**src/rtl/clkdiv_pkg.sv**
```systemverilog
// clkdiv_pkg: shared types and defaults for the clock divider controller.
// Optional feature macro used across the slice: CLKDIV_CTRL_ERR_EN.
package clkdiv_pkg;

    // Controller states: stopped, running, running with a queued half-period.
    typedef enum logic [1:0] {
        ST_IDLE = 2'd0,
        ST_RUN  = 2'd1,
        ST_PEND = 2'd2
    } state_t;

    // Default width of the half-period counter.
    localparam int CNT_W_DEFAULT   = 8;

    // Half-period loaded at reset: 1 gives divide-by-2.
    localparam int DIV_RST_DEFAULT = 1;

endpackage

```
**src/rtl/clkdiv_if.sv**
```systemverilog
// clkdiv_if: half-period request handshake (valid/ready with payload).
interface clkdiv_if
    import clkdiv_pkg::*;
#(
    parameter int CNT_W = CNT_W_DEFAULT
) ();

    logic             req_valid;
    logic [CNT_W-1:0] req_div;
    logic             req_ready;

    modport master (output req_valid, output req_div, input req_ready);
    modport slave  (input req_valid, input req_div, output req_ready);

endinterface

```
**src/rtl/clkdiv_core.sv**
```systemverilog
// clkdiv_core: half-period counter and divided-clock toggle.
// load starts a high phase, run advances the counter, and with neither
// asserted the output is forced low and the counter is cleared.
module clkdiv_core #(
    parameter int CNT_W = 8
) (
    input  logic             clk,
    input  logic             rst,
    input  logic             load,
    input  logic             run,
    input  logic [CNT_W-1:0] div,
    output logic             clk_out,
    output logic             clk_en,
    output logic             wrap
);

    logic [CNT_W-1:0] cnt;

    // Last cycle of the current phase; div is never zero so div-1 cannot underflow.
    assign wrap = run && (cnt == (div - CNT_W'(1)));

    // Counter, output toggle and the first-high-cycle strobe.
    always_ff @(posedge clk) begin
        if (rst) begin
            cnt     <= '0;
            clk_out <= 1'b0;
            clk_en  <= 1'b0;
        end else if (load) begin
            cnt     <= '0;
            clk_out <= 1'b1;
            clk_en  <= 1'b1;
        end else if (run) begin
            clk_en <= wrap && !clk_out;
            if (wrap) begin
                cnt     <= '0;
                clk_out <= ~clk_out;
            end else begin
                cnt <= cnt + CNT_W'(1);
            end
        end else begin
            cnt     <= '0;
            clk_out <= 1'b0;
            clk_en  <= 1'b0;
        end
    end

endmodule

```
**src/rtl/clkdiv_ctrl.sv**
```systemverilog
// clkdiv_ctrl: programmable clock divider with glitch-free retuning.
// New half-periods are queued while running and take effect on a 1->0 edge,
// and stopping always completes a started high phase.
// Optional feature macro: CLKDIV_CTRL_ERR_EN adds an err pulse for a zero
// half-period request; without it a zero request is saturated to 1.
module clkdiv_ctrl
    import clkdiv_pkg::*;
#(
    parameter int CNT_W   = CNT_W_DEFAULT,
    parameter int DIV_RST = DIV_RST_DEFAULT
) (
    input  logic             clk,
    input  logic             rst,
    input  logic             enable,
    clkdiv_if.slave          req,
    output logic             clk_out,
    output logic             clk_en,
    output logic [CNT_W-1:0] div_active,
    output logic             busy
`ifdef CLKDIV_CTRL_ERR_EN
    ,
    output logic             err
`endif
);

    state_t           state, state_nxt;
    logic [CNT_W-1:0] pend_div, pend_nxt, div_nxt;
    logic [CNT_W-1:0] req_h;
    logic             req_ok, req_zero, acc, load, run, wrap, fall, stop;

    assign req.req_ready = (state != ST_PEND);
    assign busy          = (state != ST_IDLE);
    assign acc           = req.req_valid && req.req_ready;
    assign req_zero      = (req.req_div == '0);
    assign fall          = wrap && clk_out;
    assign stop          = !enable && (!clk_out || fall);

`ifdef CLKDIV_CTRL_ERR_EN
    // A zero request is consumed but otherwise ignored.
    assign req_ok = acc && !req_zero;
    assign req_h  = req.req_div;

    // One-cycle error pulse after a zero request is accepted.
    always_ff @(posedge clk) begin
        if (rst) err <= 1'b0;
        else     err <= acc && req_zero;
    end
`else
    assign req_ok = acc;
    assign req_h  = req_zero ? CNT_W'(1) : req.req_div;
`endif

    // State, active half-period and pending half-period registers.
    always_ff @(posedge clk) begin
        if (rst) begin
            state      <= ST_IDLE;
            div_active <= CNT_W'(DIV_RST);
            pend_div   <= CNT_W'(DIV_RST);
        end else begin
            state      <= state_nxt;
            div_active <= div_nxt;
            pend_div   <= pend_nxt;
        end
    end

    // Next-state, half-period updates and core controls.
    always_comb begin
        state_nxt = state;
        div_nxt   = div_active;
        pend_nxt  = pend_div;
        load      = 1'b0;
        run       = 1'b0;
        case (state)
            ST_IDLE: begin
                if (req_ok) div_nxt = req_h;
                if (enable) begin
                    load      = 1'b1;
                    state_nxt = ST_RUN;
                end
            end
            ST_RUN: begin
                run = clk_out || enable;
                if (stop) begin
                    state_nxt = ST_IDLE;
                    if (req_ok) div_nxt = req_h;
                end else if (req_ok) begin
                    pend_nxt  = req_h;
                    state_nxt = ST_PEND;
                end
            end
            ST_PEND: begin
                run = clk_out || enable;
                if (stop) begin
                    div_nxt   = pend_div;
                    state_nxt = ST_IDLE;
                end else if (fall) begin
                    div_nxt   = pend_div;
                    state_nxt = ST_RUN;
                end
            end
            default: state_nxt = ST_IDLE;
        endcase
    end

    clkdiv_core #(.CNT_W(CNT_W)) u_core (
        .clk     (clk),
        .rst     (rst),
        .load    (load),
        .run     (run),
        .div     (div_active),
        .clk_out (clk_out),
        .clk_en  (clk_en),
        .wrap    (wrap)
    );

endmodule
```
**src/flat_wrapper.sv**
```systemverilog
// flat-port wrapper written by rule: the top's interface ports become plain ports
module clkdiv_ctrl_flat import clkdiv_pkg::*;
#(
    parameter int CNT_W   = CNT_W_DEFAULT,
    parameter int DIV_RST = DIV_RST_DEFAULT
)
  (clk, rst, enable, clk_out, clk_en, div_active, busy, req_req_valid, req_req_div, req_req_ready);
  clkdiv_if #(.CNT_W(CNT_W)) req_i ();
  input  logic clk;
  input  logic rst;
  input  logic enable;
  output logic clk_out;
  output logic clk_en;
  output logic [CNT_W-1:0] div_active;
  output logic busy;
  input wire logic [$bits(req_i.req_valid)-1:0] req_req_valid;
  input wire logic [$bits(req_i.req_div)-1:0] req_req_div;
  output wire logic [$bits(req_i.req_ready)-1:0] req_req_ready;
  assign req_i.req_valid = req_req_valid;
  assign req_i.req_div = req_req_div;
  assign req_req_ready = req_i.req_ready;
  clkdiv_ctrl #(.CNT_W(CNT_W), .DIV_RST(DIV_RST)) u_core (.clk(clk), .rst(rst), .enable(enable), .req(req_i), .clk_out(clk_out), .clk_en(clk_en), .div_active(div_active), .busy(busy));
endmodule
```
**config.mk**
```make
export PLATFORM = sky130hd
export DESIGN_NAME = clkdiv_ctrl_flat
export DESIGN_NICKNAME = d
export VERILOG_FILES = /design/src/rtl/clkdiv_pkg.sv /design/src/rtl/clkdiv_if.sv /design/src/rtl/clkdiv_core.sv /design/src/rtl/clkdiv_ctrl.sv /design/src/flat_wrapper.sv
export SDC_FILE = /design/constraint.sdc
export NUM_CORES = 1
export LEC_CHECK = 0
export ABC_AREA = 0
export CAP_MARGIN = 25
export CORE_UTILIZATION = 65
export DETAILED_ROUTE_END_ITERATION = 16
export DONT_BUFFER_PORTS = 1
export HOLD_SLACK_MARGIN = 0.05
export PLACE_DENSITY = 0.81
export SLEW_MARGIN = 20
export SYNTH_ARGS = -nofsm -noshare
export SYNTH_HDL_FRONTEND = slang
export SYNTH_SLANG_ARGS = --single-unit
```
**constraint.sdc**
```tcl
create_clock -name clk -period 3.8 [get_ports clk]
set_input_delay 0.76 -clock clk [delete_from_list [all_inputs] [get_ports clk]]
set_output_delay 0.76 -clock clk [all_outputs]
set_load 0.01 [all_outputs]
```
-- Word-level counts from Yosys, hierarchy flattened
Index checks and enable logic that the tools add are counted.
- register bits: 28
- output and inout port bits: 12
- bits of input ports: 12
- word-level logic and storage cells: 58
- muxes and demuxes: 20
- add/subtract/negate cells: 2
- bitwise operators: 3
- eq/ne operators: 9
- reductions and logical operators: 18
- operators by type and width (kind ; number):
    two-way mux 8 bit ; 5
    one-hot mux 8 bit (3 select lines) ; 1
    two-way mux 2 bit ; 5
    AND reduction 3 bit ; 3
    adder 8 x 1 -> 8 bit (second input constant) ; 1
    equality test 8 bit ; 1
    logical NOT 8 bit ; 1
    two-way mux 1 bit ; 8
    subtractor 8 x 1 -> 8 bit (second input constant) ; 1
    inequality test 3 x 1 -> 1 bit (second input constant) ; 2
    one-hot mux 2 bit (3 select lines) ; 1
    logical AND 1 bit ; 5
    inequality test 2 bit (second input constant) ; 2
    OR reduction 4 bit ; 1
    inequality test 3 x 2 -> 1 bit (second input constant) ; 1
    NOT 1 bit ; 3
    nonzero test 3 bit ; 1
    equality test 2 x 1 -> 1 bit (second input constant) ; 1
    equality test 2 bit (second input constant) ; 1
    logical NOT 1 bit ; 2
    logical NOT 2 bit ; 1
    logical OR 1 bit ; 2
    inequality test 2 x 1 -> 1 bit (second input constant) ; 1
    nonzero test 2 bit ; 1
    OR reduction 2 bit ; 1

-- Longest topological paths before layout
Gate-level depths: netlist of the first run.
- depth in word-level cells: 9
- mapped depth: 10
- depth with buffers taken out: 9

-- Modules after synthesis
From an unflattened synthesis of the first run, not the netlist that was laid out.
- cells, all modules: 166
- area, all modules: 1635.3 µm²
- by module, submodules not included (module ; area each (µm²) ; times used ; seq. area each (µm²) ; cells each):
    clkdiv_ctrl ; 991.0 ; 1 ; 360.3 ; 95
    clkdiv_core ; 644.4 ; 1 ; 200.2 ; 71

-- Worst setup path after synthesis of the first run
OpenSTA, ideal clock, no wires.
- path kind: register to register
- start point: reg u_core.div_active[0]
- end point: reg u_core.div_active[0]
- cell stages (with the launch flop): 10
- path buffers: 0
- required time: 3.678 ns
- arrival time: 2.342 ns
- slack: 1.336 ns
- clock period less this slack: 2.464 ns
- library setup time: 0.122 ns
- path through: dfxtp_1 > inv_1 > ha_1 > xnor2_1 > xnor2_1 > nand4_1 > a31oi_4 > a41oi_4 > o32a_4 > a221o_1
- cells in the longest elaborated chain, start to end: 8
- elaborated cells between the ends (all ways): 13
- classes of those cells: add/sub (1); eq/ne (3); mux (4); reduce/logical (5)
- ends and longest elaborated chain (element ; line ; source):
    from (decl) ; clkdiv_ctrl.sv:18 ; output logic [CNT_W-1:0] div_active,
    from (signal assigned) ; clkdiv_ctrl.sv:57 ; div_active <= CNT_W'(DIV_RST);
    from (signal assigned) ; clkdiv_ctrl.sv:61 ; div_active <= div_nxt;
    subtractor 8 x 1 -> 8 bit ; clkdiv_core.sv:20 ; assign wrap = run && (cnt == (div - CNT_W'(1)));
    equality test 8 bit ; clkdiv_core.sv:20 ;
    logical AND 1 bit ; clkdiv_core.sv:20 ;
    logical AND 1 bit ; clkdiv_ctrl.sv:35 ; assign fall = wrap && clk_out;
    logical OR 1 bit ; clkdiv_ctrl.sv:36 ; assign stop = !enable && (!clk_out || fall);
    logical AND 1 bit ; clkdiv_ctrl.sv:36 ;
    inequality test 3 x 1 -> 1 bit (no line) (tied with other cells) ; - ;
    AND reduction 3 bit (no line) or one-hot mux 8 bit (3 select lines) (tied branches) ; - ;
Several ways; a longest one is shown, not always the timed one. The select of a mux whose other input is x is not followed.
A chain may end at the register's enable or synchronous reset.

-- Worst setup path in the final report of the first run
- start point: reg u_core.div_active[0]
- end point: reg u_core.div_active[7]
- cells in the longest elaborated chain, start to end: 8
- elaborated cells between the ends (all ways): 11
- classes of those cells: add/sub (1); eq/ne (3); mux (2); reduce/logical (5)
- ends and longest elaborated chain (element ; line):
    subtractor 8 x 1 -> 8 bit (*) ; clkdiv_core.sv:20
    equality test 8 bit (*) ; clkdiv_core.sv:20
    logical AND 1 bit (*) ; clkdiv_core.sv:20
    logical AND 1 bit (*) ; clkdiv_ctrl.sv:35
    logical OR 1 bit ; clkdiv_ctrl.sv:36
    logical AND 1 bit ; clkdiv_ctrl.sv:36
    inequality test 3 x 1 -> 1 bit (no line) (tied with other cells) ; -
    AND reduction 3 bit (no line) or one-hot mux 8 bit (3 select lines) (tied branches) ; -
Mark *: on every way between the ends. The rest lies on a longest branch, timed or not.

==> results of run 1 <==
layout make-up:
type                            count  area share (%)
Clock inverter                      1            1.73
Tap cell                           30            2.16
Multi-Input combinational cell    144            58.5
Timing Repair Buffer                1           0.432
Inverter                           17            3.67
Sequential cell                    28            32.2
Clock buffer                        3            1.29
synth_stat cells (all sizes together), types with 2 or more instances:
cell    number  area, um^2
dfxtp       28         561
inv         17        63.8
nand3       16        80.1
a21oi       12        60.1
nor2        12        45.0
o21ai       12        60.1
o211ai      11        82.6
or3          9        56.3
clkbuf       8        30.0
nand2        8        32.5
xor2         8        70.1
a221oi       7        61.3
xnor2        7        61.3
and3         6        37.5
ha           6        75.1
a31oi        3        33.8
nor3         3        20.0
or2          3        18.8
a21o         2        15.0
a221o        2        20.0
nand4        2        12.5
nor3b        2        26.3
worst min-delay path by stage:
stage                  startpoint  cells past startpoint  slack [ns]            endpoint
2_1_floorplan  u_core.pend_div[1]                      2        0.44  u_core.pend_div[1]
3_3_place_gp   u_core.pend_div[7]                      2        0.44  u_core.pend_div[7]
3_5_place_dp   u_core.pend_div[3]                      2        0.45  u_core.pend_div[3]
4_1_cts                       rst                      1        0.46  u_core.pend_div[3]
5_1_grt                       rst                      1        0.45  u_core.pend_div[3]
6_report                      rst                      1        0.46  u_core.pend_div[1]
worst max-delay path, stage by stage (launching register included):
cell      delay, ns
dfxtp_1        0.49
inv_1          0.08
ha_1           0.22
xnor2_1        0.18
xnor2_1        0.14
nand4_1        0.18
a31oi_4        0.32
a31oi_1        0.13
buf_4          0.20
o32ai_2        0.48
a221oi_1       0.17
stage by stage:
stage / worst slack, ns / total power (W)
2_1_floorplan: 1.34 / 0.000579
3_3_place_gp: 1.20 / 0.000617
3_5_place_dp: 1.11 / 0.000629
4_1_cts: 1.07 / 0.000826
5_1_grt: 0.830 / 0.000870
6_report: 1.08 / 0.000829
per-layer routing:
| metal | vias to the layer above | track usage (%) |
|---|---|---|
| li1 | 720 | - |
| met5 | - | 0 |
| met2 | 69 | 47.3 |
| met1 | 693 | 38.8 |
| met3 | 15 | 6.09 |
| met4 | 0 | 16.7 |
kinds of logic after synthesis:
group	share of synthesized area (%)
AOI/OAI and AO/OA	27.5
xor gates and xnor gates	7.84
adders and majority gates	4.48
buffers and inverters	5.90
DFF	33.4
and+or+nand+nor	20.9
sequential cells by signal, summed over array words and instances (netlist names):
signal                 count
u_core.div_active          8
u_core.pend_div            8
u_core.state               2
u_core.u_core.clk_en       1
u_core.u_core.clk_out      1
u_core.u_core.cnt          8
power by group through the flow:
| stage | registers (W) | clock network, W | logic, W |
|---|---|---|---|
| after CTS | 0.000374 | 0.000200 | 0.000252 |
| after global routing | 0.000380 | 0.000209 | 0.000281 |
| after floorplan | 0.000370 | 0 | 0.000209 |
| after detailed placement | 0.000381 | 0 | 0.000249 |
| final | 0.000375 | 0.000199 | 0.000256 |
| after global placement | 0.000379 | 0 | 0.000237 |
==> results.json, run 1 <==
{
  "gp_congestion": 0.832,
  "hpwl_um": 2870,
  "multi_input_area_um2": 1020,
  "worstPathRequired_ns": 4.01,
  "final_common_cell": "dfxtp_1",
  "layout-drive-gt1-share_pct": 8.25,
  "path_class": "flip-flop to flip-flop",
  "vias": 1497,
  "p_leak_nw": 0.652,
  "cts_setup_buffers": 0,
  "wirelength_um": 3930,
  "r2r-end": "u_core.div_active[7]",
  "dr.pass1.iters": 4,
  "final-hold-violation-count": 0,
  "ios": 24,
  "finalSetupViolations": 0,
  "gr-usage-all-layers_pct": 30.4,
  "relSlewSlack_pct": 63.8,
  "p_clk_share_pct": 24.0,
  "path_clk_slew_ns": 0.16,
  "wl_met3_um": 273,
  "synth_ff_type": "dfxtp_1",
  "synthArstFlopShare_pct": 0,
  "fmax_mhz": 368,
  "via_per_inst": 6.68,
  "syn-cell-area_um2": 1680,
  "fillCellCount": 197,
  "min_period_ns": 2.72,
  "postRouteAntennaNets": 0,
  "die-area_um2": 2790,
  "grt_max_degree": 20,
  "final_cell_mix": "dfxtp_1, inv_1, nand3_1",
  "netlist_instances": 198,
  "drc": 0,
  "final_core_util_pct": 70.8,
  "synthesis.nets": 216,
  "clk_latency_ns": 0.34,
  "h-tree-depth": 1,
  "seq_area_um2": 561,
  "arrival_ns": 2.93,
  "cts.sinks": 28,
  "min_path_type": "primary input to flip-flop",
  "globalRouteOverflowTotal": 0,
  "grt_pass1_vias": 1389,
  "met2_length_um": 1840,
  "finalCritPeriodShare_pct": 71.5,
  "reg2reg_depth": 10,
  "sw_frac_of_total_pct": 36.0,
  "ys_seq_elements": 28,
  "final_cells": 224,
  "ys_warn_count": 0,
  "fin_area_um2": 1740,
  "yosysSeqAreaShare_pct": 33.4,
  "ir_worst_vdd_uv": 327,
  "maxCapViolCount": 0,
  "routed.top_layer": "met4",
  "n_antenna_cell": 0,
  "cts-root-buf": "clkbuf_4",
  "crit_fanout": 11,
  "p_per_area_nw_per_um2": 477,
  "setup_tns_ns": 0,
  "end_kind": "flip-flop",
  "grt_pass1_wl_um": 6150,
  "syn_area_per_cell_um2": 8.47,
  "r2r_slack_ns": 1.08,
  "clock_path_buffers": 2,
  "dpl-instance-area_um2": 1690,
  "port_buffers": 0,
  "p_switching_w": 0.000299,
  "status": "complete, no violations",
  "p_seq_share_pct": 45.2,
  "rsz0062_at_grt": "no",
  "layout.nets": 213,
  "core_um2": 2450,
  "max_slew.worst_pin.slew_ns": 0.543,
  "initial_utilization_pct": 68.3,
  "drt-met1-wl_um": 1700,
  "skew_ns": 0.0128,
  "p_int_w": 0.000530,
  "drtIter0Drc": 53,
  "numCtsBuffers": 3,
  "dp_cells": 220,
  "holdWs_ns": 0.458,
  "die_x_um": 52.8,
  "ctsResizeCount": 0,
  "critPathCapture": "u_core.div_active[7]",
  "antenna_found_initial": 0,
  "rr_startpoint": "u_core.div_active[0]",
  "fp.dieH_um": 52.8,
  "crit_start": "u_core.div_active[0]",
  "pwr-share-comb_pct": 30.8,
  "synthToLayoutAreaGrowth_pct": 3.73,
  "num_rows": 18,
  "synth-edff-count": 0,
  "cts_tree": "done",
  "holdBufCountCts": 0,
  "slew_violations": 0,
  "crit_path_start_kind": "flip-flop",
  "wl_per_cell_um": 17.5,
  "yosysUniqueCellTypes": 40
}
Power figures use the tool's default switching activity.
==> inputs of run 2 (changes only) <==
--- a/config.mk
+++ b/config.mk
@@ -7,11 +7,11 @@
 export LEC_CHECK = 0
 export ABC_AREA = 0
 export CAP_MARGIN = 25
-export CORE_UTILIZATION = 65
+export CORE_UTILIZATION = 62
 export DETAILED_ROUTE_END_ITERATION = 16
 export DONT_BUFFER_PORTS = 1
 export HOLD_SLACK_MARGIN = 0.05
-export PLACE_DENSITY = 0.81
+export PLACE_DENSITY = 0.78
 export SLEW_MARGIN = 20
 export SYNTH_ARGS = -nofsm -noshare
 export SYNTH_HDL_FRONTEND = slang
==> constraint.sdc (replaced) <==
create_clock -name clk -period 2.7 [get_ports clk]
set_input_delay 0.54 -clock clk [delete_from_list [all_inputs] [get_ports clk]]
set_output_delay 0.54 -clock clk [all_outputs]
set_load 0.01 [all_outputs]
==> run 2 against run 1 <==
Register-to-register slack worse by 0.94 ns; sequential cell count unchanged; hold slack worse by 0.21 ns; largest cell class unchanged; largest power group unchanged.
==> results.json, run 2 (same netlist as run 1, synthesis figures left out) <==
{
  "layout.nets": 217,
  "routed.top_layer": "met4",
  "reg2reg_depth": 9,
  "final_cell_mix": "dfxtp_1, inv_1, nand3_1",
  "min_path_type": "primary input to flip-flop",
  "fmax_mhz": 391,
  "finalWorstSetupSlack_ns": 0.145,
  "core_um2": 2520,
  "max_slew.worst_pin.slew_ns": 0.548,
  "final_common_cell": "dfxtp_1",
  "hold_depth": 1,
  "die-area_um2": 2920,
  "clk_latency_ns": 0.33,
  "largestRegisters": "u_core.div_active x8, u_core.pend_div x8, u_core.u_core.cnt x8",
  "met2_length_um": 1950,
  "end_kind": "flip-flop",
  "crit_fanout": 8,
  "path_class": "flip-flop to flip-flop",
  "p_seq_share_pct": 47.4,
  "pwr-share-comb_pct": 34.0,
  "synthToLayoutAreaGrowth_pct": 4.93,
  "place_ws_ns": 0.176,
  "p_switching_w": 0.000413,
  "slew_violations": 0,
  "ios": 24,
  "clock_path_buffers": 2,
  "hpwl_um": 2900,
  "cts_tree": "done",
  "p_leak_nw": 0.667,
  "grt_max_degree": 20,
  "cts-root-buf": "clkbuf_4",
  "grt_pass1_vias": 1269,
  "gr-usage-all-layers_pct": 27.4,
  "setup_tns_ns": 0,
  "grt_pass1_wl_um": 5710,
  "worstPathRequired_ns": 2.93,
  "p_int_w": 0.000693,
  "final-hold-violation-count": 0,
  "h-tree-depth": 1,
  "drt-met1-wl_um": 1620,
  "min_period_ns": 2.55,
  "gp_congestion": 0.849,
  "fillCellCount": 219,
  "crit_path_start_kind": "flip-flop",
  "p_clk_share_pct": 18.6,
  "drc": 0,
  "holdWs_ns": 0.250,
  "ir_worst_vdd_uv": 520,
  "arrival_ns": 2.79,
  "maxCapViolCount": 0,
  "port_buffers": 0,
  "finalSetupViolations": 0,
  "drtIter0Drc": 25,
  "initial_utilization_pct": 66.5,
  "skew_ns": 0.00713,
  "path_clk_slew_ns": 0.15,
  "layout-drive-gt1-share_pct": 10.6,
  "holdBufCountCts": 0,
  "antenna_found_initial": 0,
  "sw_frac_of_total_pct": 37.3,
  "dr.pass1.iters": 4,
  "cts.sinks": 28,
  "wl_met3_um": 207,
  "rsz0062_at_grt": "no",
  "die_x_um": 54,
  "via_per_inst": 6.44,
  "fp.dieH_um": 54,
  "status": "complete, no violations",
  "relSlewSlack_pct": 63.5,
  "p_per_area_nw_per_um2": 629,
  "wl_per_cell_um": 16.9,
  "num_rows": 18,
  "numCtsBuffers": 3,
  "globalRouteOverflowTotal": 0,
  "vias": 1469,
  "wirelength_um": 3860,
  "postRouteAntennaNets": 0,
  "n_antenna_cell": 0,
  "finalCritPeriodShare_pct": 94.6
}
## run 2: critical path, stage by stage, from the launching register on
cell and delay [ns]:
dfxtp_1 0.46, inv_1 0.07, ha_1 0.22, xnor2_1 0.20, xnor2_1 0.15, nand4_1 0.17, a31oi_4 0.25, a41oi_4 0.15
o32a_4 0.45, a221oi_1 0.35
## run 2: per-layer routing
layer  vias to the layer above  track usage, %
met5                         -               0
met4                         0            11.5
met3                         8            4.24
met2                        43            48.1
met1                       691            32.9
li1                        727               -
## run 2: power by group through the flow
stage | Clock [W] | Sequential (W) | Combinational, W
finish | 0.000205 | 0.000525 | 0.000376
global route | 0.000218 | 0.000531 | 0.000410
CTS | 0.000209 | 0.000525 | 0.000366
detailed placement | 0 | 0.000534 | 0.000364
global placement | 0 | 0.000531 | 0.000353
floorplan | 0 | 0.000521 | 0.000294
## run 2: through the flow
stage / total power (W) / area [um^2] / std cells / util, %
after floorplan: 0.000815 / 1680 / 198 / -
after global placement: 0.000884 / 1710 / 223 / 67.8
after detailed placement: 0.000898 / 1710 / 223 / 67.8
after CTS: 0.00110 / 1750 / 227 / 69.2
after global routing: 0.00116 / 1760 / 228 / 69.7
final: 0.00111 / 1760 / 228 / 69.7
## run 2: repair_timing
action | 4_1_cts | 5_1_grt
endpoints found under the setup margin | 0 | 5
setup buffers | 0 | 1
resized for setup | 0 | 1
hold endpoints to repair | 0 | 0
## run 2: path summary, 6_finish.rpt
path                                           start                   end  slack [ns]
worst max-delay path            u_core.div_active[0]  u_core.div_active[3]        0.15
worst min-delay path                             rst    u_core.pend_div[4]        0.25
worst max register to register  u_core.div_active[0]  u_core.div_active[3]        0.15
worst min register to register    u_core.pend_div[6]    u_core.pend_div[6]        0.47
## run 2: final cells by class
type                       instances  area (um^2)  area share, %
timing repair buffer               5         37.5           2.13
inverter                          17         63.8           3.63
multi-input combinational        144         1020           58.2
clock buffer                       4         36.3           2.06
tap                               30         37.5           2.13
sequential                        28          561           31.9
